`src/rtl/bitfusion_pkg.sv`:
```
// Constants and types shared between the fusion_unit column and its psum consumers.
package bitfusion_pkg;

    localparam logic [2:0] BW_8 = 3'b100;
    localparam logic [2:0] BW_4 = 3'b010;
    localparam logic [2:0] BW_2 = 3'b001;

    typedef logic signed [31:0] psum_t;

    typedef enum logic {
        ACCUM = 1'b0,
        DRAIN = 1'b1
    } acc_state_t;

endpackage

```
`src/rtl/psum_fifo.sv`:
```
// Small synchronous FIFO; a push is still taken at full when a pop happens in the same cycle.
module psum_fifo #(
    parameter int WIDTH = 33,
    parameter int DEPTH = 4
) (
    input  logic             clk,
    input  logic             rst,
    input  logic             push,
    input  logic [WIDTH-1:0] wdata,
    input  logic             pop,
    output logic [WIDTH-1:0] rdata,
    output logic             full,
    output logic             empty
);

    localparam int AW = $clog2(DEPTH);

    logic [WIDTH-1:0] mem [DEPTH];
    logic [AW-1:0]    wptr;
    logic [AW-1:0]    rptr;
    logic [AW:0]      count;
    logic             do_push;
    logic             do_pop;

    assign full    = (count == (AW+1)'(DEPTH));
    assign empty   = (count == '0);
    assign do_pop  = pop && !empty;
    assign do_push = push && (!full || do_pop);
    assign rdata   = mem[rptr];

    // Storage is cleared on reset so the head reads zero while empty.
    always_ff @(posedge clk or posedge rst) begin
        if (rst) begin
            for (int i = 0; i < DEPTH; i++) mem[i] <= '0;
            wptr  <= '0;
            rptr  <= '0;
            count <= '0;
        end else begin
            if (do_push) begin
                mem[wptr] <= wdata;
                wptr      <= wptr + 1'b1;
            end
            if (do_pop) rptr <= rptr + 1'b1;
            case ({do_push, do_pop})
                2'b10:   count <= count + 1'b1;
                2'b01:   count <= count - 1'b1;
                default: count <= count;
            endcase
        end
    end

endmodule

```
`src/rtl/psum_accumulator.sv`:
```
// Sums groups of psums, requantizes each group result (shift + saturate) and queues it for writeback.
module psum_accumulator
    import bitfusion_pkg::*;
#(
    parameter int ACC_W = 40,
    parameter int DEPTH = 4
) (
    input  logic        clk,
    input  logic        RST,
    input  logic        clear,
    input  logic [31:0] psum_in,
    input  logic        psum_valid,
    output logic        psum_ready,
    input  logic [7:0]  acc_len,
    input  logic [2:0]  out_bitwidth,
    input  logic [4:0]  shift,
    output logic [31:0] out_data,
    output logic        out_sat,
    output logic        out_valid,
    input  logic        out_ready,
    output logic        busy
);

    // Returns {sat, value[31:0]}; the clamp bounds follow the selected output width.
    function automatic logic [32:0] requant(input logic signed [ACC_W-1:0] val,
                                            input logic [4:0] sh,
                                            input logic [2:0] bw);
        logic signed [ACC_W-1:0] p;
        logic signed [ACC_W-1:0] hi;
        logic signed [ACC_W-1:0] lo;
        logic [4:0]              msb;
        logic                    sat;
        p   = val >>> sh;
        sat = 1'b0;
        case (bw)
            BW_8:    msb = 5'd7;
            BW_4:    msb = 5'd3;
            BW_2:    msb = 5'd1;
            default: msb = 5'd31;
        endcase
        hi = (ACC_W'(1) << msb) - ACC_W'(1);
        lo = ~hi;
        if (p > hi) begin
            p   = hi;
            sat = 1'b1;
        end else if (p < lo) begin
            p   = lo;
            sat = 1'b1;
        end
        return {sat, p[31:0]};
    endfunction

    acc_state_t              state;
    logic signed [ACC_W-1:0] acc;
    logic signed [ACC_W-1:0] res_q;
    logic [7:0]              cnt;
    logic [7:0]              len_q;

    logic signed [ACC_W-1:0] psum_ext;
    logic signed [ACC_W-1:0] sum;
    logic [7:0]              len_eff;
    logic                    accept;
    logic                    last;
    logic                    push;
    logic                    pop;
    logic                    fifo_full;
    logic                    fifo_empty;
    logic [32:0]             rq;
    logic [32:0]             head;

    assign psum_ready = (state == ACCUM);
    assign busy       = (cnt != 8'd0) || (state == DRAIN);

    assign psum_ext = {{(ACC_W-32){psum_in[31]}}, psum_in};
    assign accept   = psum_valid && psum_ready;
    // The group length is captured on the first beat, so acc_len changes mid-group are ignored.
    assign len_eff  = (cnt == 8'd0) ? ((acc_len == 8'd0) ? 8'd1 : acc_len) : len_q;
    assign last     = (cnt == len_eff - 8'd1);
    assign sum      = (cnt == 8'd0) ? psum_ext : acc + psum_ext;

    assign rq   = requant(res_q, shift, out_bitwidth);
    assign pop  = out_valid && out_ready;
    assign push = (state == DRAIN) && !clear && (!fifo_full || pop);

    always_ff @(posedge clk or posedge RST) begin
        if (RST) begin
            state <= ACCUM;
            acc   <= '0;
            cnt   <= '0;
            len_q <= 8'd1;
            res_q <= '0;
        end else begin
            case (state)
                ACCUM: begin
                    if (clear) begin
                        acc <= '0;
                        cnt <= '0;
                    end else if (accept) begin
                        if (cnt == 8'd0) len_q <= len_eff;
                        if (last) begin
                            res_q <= sum;
                            acc   <= '0;
                            cnt   <= '0;
                            state <= DRAIN;
                        end else begin
                            acc <= sum;
                            cnt <= cnt + 8'd1;
                        end
                    end
                end
                DRAIN: begin
                    if (clear || push) state <= ACCUM;
                end
                default: state <= ACCUM;
            endcase
        end
    end

    psum_fifo #(
        .WIDTH(33),
        .DEPTH(DEPTH)
    ) u_fifo (
        .clk   (clk),
        .rst   (RST),
        .push  (push),
        .wdata (rq),
        .pop   (pop),
        .rdata (head),
        .full  (fifo_full),
        .empty (fifo_empty)
    );

    assign out_valid = !fifo_empty;
    assign out_data  = head[31:0];
    assign out_sat   = head[32];

endmodule

```
`config.mk`:
```
export PLATFORM = sky130hd
export DESIGN_NAME = psum_accumulator
export DESIGN_NICKNAME = d
export VERILOG_FILES = /design/src/rtl/bitfusion_pkg.sv /design/src/rtl/psum_fifo.sv /design/src/rtl/psum_accumulator.sv
export SDC_FILE = /design/constraint.sdc
export NUM_CORES = 1
export LEC_CHECK = 0
export BUFFER_PORTS_ARGS = -buffer_cell sky130_fd_sc_hd__buf_2
export CORE_MARGIN = 2
export CORE_UTILIZATION = 41
export DETAILED_ROUTE_END_ITERATION = 8
export GPL_TIMING_DRIVEN = 0
export PLACE_DENSITY_LB_ADDON = 0.25
export SYNTH_ARGS = -nofsm -noshare
export SYNTH_HDL_FRONTEND = slang
export SYNTH_SLANG_ARGS = --single-unit
```
`constraint.sdc`:
```
create_clock -name clk -period 15.1 [get_ports clk]
set_input_delay 3.775 -clock clk [delete_from_list [all_inputs] [get_ports clk]]
set_output_delay 3.775 -clock clk [all_outputs]
set_load 0.02 [all_outputs]
```
==> metrics.md <==
| Metric | Value |
|---|---|
| Initial antenna violation count | 0 |
| Synth Warn # | 0 |
| Switch share | 39.7% |
| Mapped cell area | 17500 um^2 |
| Most frequent cells in the layout | dfrtp_1 (235), o21ai_0 (190), nor2_1 (179) |
| Sequential cell area fraction in the yosys report | 33.7% |
| Worst clock skew | 17.5 ps |
| Number of global-route vias before repair | 15.5k |
| CTS tree | yes |
| P&R area growth vs syn | 12.5% |
| Post-CTS sizing | 0 |
| Worst-path clk slew | 60 ps |
| Pre-antenna DRT Iters | 8 |
| Final wirelength | 54600 um |
| Power share of the combinational group | 40.4% |
| Core footprint | 42000 um^2 |
| Die ar. | 44400 um^2 |
| Cell count after synthesis | 1907 |
| P_int | 0.00150 W |
| Hold_buf cts | 0 |
| Hold crit path type | register to register |
| Fin crit share | 65.0% |
| Grt total ovfl | 0 |
| Min Tclk post-route | 9820 ps |
| Clock buffer depth | 3 |
| Vias | 15.4k |
| Ant. Diodes | 0 |
| Final setup TNS | 0 ps |
| Post-DRT Antenna Nets | 0 |
| First-pass GRT wire length | 87300 um |
| FP Rows | 75 |
| Starting DRT DRC Count | 1266 |
| Synthesized flop and latch total | 236 |
| Postcts setup bufs | 0 |
| Final setup fails | 0 |
| Clock Sinks | 236 |
| Num CTS Buffers | 28 |
| Io pins | 89 |
| Placed standard-cell area | 18700 um^2 |
| Mapped Avg Cell Area | 9.18 um^2 |
| Die width | 211 um |
| CP arrival | 10290 ps |
| NetSw | 0.000989 W |
| Final number of hold-violating endpoints | 0 |
| Vias/cell | 5.95 |
| Worst vdd ir | 0.0899 mV |
| Skew-Pair Late Insertion Delay | 560 ps |
| Nets@finish | 2217 |
| Peak Freq | 0.102 GHz |
| Post-synth EDFFs | 0 |
| Worst Setup End Kind | register |
| Setup CP Type | primary input to register |
| Worst slew pin tran | 1070 ps |
| Max cap viols | 0 |
| Sequential power share | 31.1% |
| Final Util | 46.8% |
| DRC | 0 |
| Starting density of the core | 41.6% |
| Post-synth ARST share | 100% |
| H-tree levels | 1 |
| Synth unique cells | 81 |
| Tot GR Track Use | 24.8% |
| Post-DP HPWL | 41300 um |
| Max Transition Viols Final | 0 |
| CP Data Required Time | 15570 ps |
| Die Y-Extent | 211 um |
| Leakage Power | 8.89 nW |
| Wire per inst | 21.0 um |
| RD Place Congestion | 0.956 |
| Most common cell after layout, fill and taps aside | dfrtp_1 |
| Slew Limit Headroom | 26.7% |
| Final Cell Area | 19700 um^2 |
| Status | complete, no violations |
| # port buffers | 86 |
| Largest net degree at the start of global routing | 110 |
| Unrepaired setup endpoints after global routing | no |
| Clock power frac | 28.6% |
| CP Max Fanout | 10 |
| Root buffer cell | clkbuf_16 |
| PD cells | 126 nW/um^2 |
| Synth Flop Type | dfrtp_1 |
| Critical Path Start Type | primary input |
| Share of layout cells above drive strength 1 | 13.6% |
[final cells by class]
class / count / area (um^2)
fill: 4122 / 22300
sequential: 236 / 5910
timing repair buffer: 89 / 500
buffer: 134 / 562
multi-input combinational: 1482 / 10800
clock buffer: 38 / 800
tap: 539 / 674
inverter: 65 / 251
clock inverter: 14 / 165
[through the flow]
| stage | hold WS (ps) | total power, W | setup slack [ps] | instances |
|---|---|---|---|---|
| after global routing | 511 | 0.00264 | 4950 | 2597 |
| after floorplan | 445 | 0.00147 | 4850 | 1917 |
| after global placement | 463 | 0.00175 | 1980 | 2542 |
| after CTS | 489 | 0.00250 | 5400 | 2597 |
| after detailed placement | 476 | 0.00178 | 4820 | 2545 |
| final | 485 | 0.00249 | 5280 | 2597 |
[worst paths after layout]
| path | from | end | slack (ps) | depth (start not counted) |
|---|---|---|---|---|
| hold reg to reg | u_fifo.mem[98] | u_fifo.mem[98] | 480 | 2 |
| max in group asynchronous | RST | u_fifo.mem[11] | 10640 | 4 |
| hold / removal | u_fifo.mem[98] | u_fifo.mem[98] | 480 | 2 |
| min in group asynchronous | RST | len_q[5] | 3160 | 2 |
| setup / recovery | shift[1] | u_fifo.mem[130] | 5280 | 21 |
| setup reg to reg | res_q[24] | u_fifo.mem[130] | 9060 | 16 |
[critical path, cell delays in order]
cell and delay [ps]:
buf_2 110, buf_2 280, buf_2 330, buf_1 500, mux4_2 430, nor2_1 100
a21oi_1 60, mux2i_1 230, nor2_1 70, a21oi_1 730, inv_1 180, ha_1 340
or4b_1 580, nor4_2 350, and4_1 350, nand4_1 110, and3_1 190, nor3b_1 170
mux2i_1 710, o21ai_0 420, a31oi_1 250
[cells in the mapped netlist, drive strengths merged (9+ instances only)]
master	count	share of area, %
a211oi	17	0.73
a21o	19	0.81
a21oi	112	3.2
a22o	38	1.9
a31oi	62	2.2
a32oi	48	2.4
and2	10	0.36
and3	11	0.39
buf	35	1.1
clkbuf	99	2.1
dfrtp	235	34
ha	126	9.0
inv	64	1.4
mux2	56	3.6
mux2i	80	4.6
mux4	47	6.0
nand2	162	3.5
nand2b	14	0.50
nand3	30	0.86
nand4	10	0.36
nor2	180	3.9
nor2b	18	0.64
nor3	25	0.74
o211ai	15	0.64
o21a	20	0.86
o21ai	196	5.6
o21bai	9	0.39
o31ai	15	0.64
xnor2	26	1.3
xor2	21	1.1
[power by group through the flow]
stage | sequential, W | clock (W) | combinational (W)
2_1_floorplan | 0.000760 | 0 | 0.000713
3_3_place_gp | 0.000780 | 0 | 0.000973
3_5_place_dp | 0.000784 | 0 | 0.000991
4_1_cts | 0.000773 | 0.000726 | 0.000997
5_1_grt | 0.000783 | 0.000749 | 0.00110
6_report | 0.000774 | 0.000711 | 0.00100
[routing by layer]
metal	share of wire [%]	vias up	track usage, %
li1	-	7325	-
met1	44	7568	33.2
met2	47	444	41.3
met3	5.3	104	3.48
met4	3.6	0	8.45
met5	0	-	0
[sequential cells by signal, indices dropped and copies added, names as in the netlist]
signal / flops
u_fifo.count: 3
u_fifo.rptr: 2
state: 1
u_fifo.mem: 132
u_fifo.wptr: 2
cnt: 8
len_q: 8
acc: 40
res_q: 40
[cells by family after synthesis]
group	Yosys count	synth area share, %
fa+ha+maj	128	9.24
buf+inv	199	4.60
flops	236	33.7
mux	183	14.3
other cells	2	0.0429
xor+xnor	47	2.35
compound gates	602	22.1
simple gates	510	13.6
(Power assumes the default switching activity.)
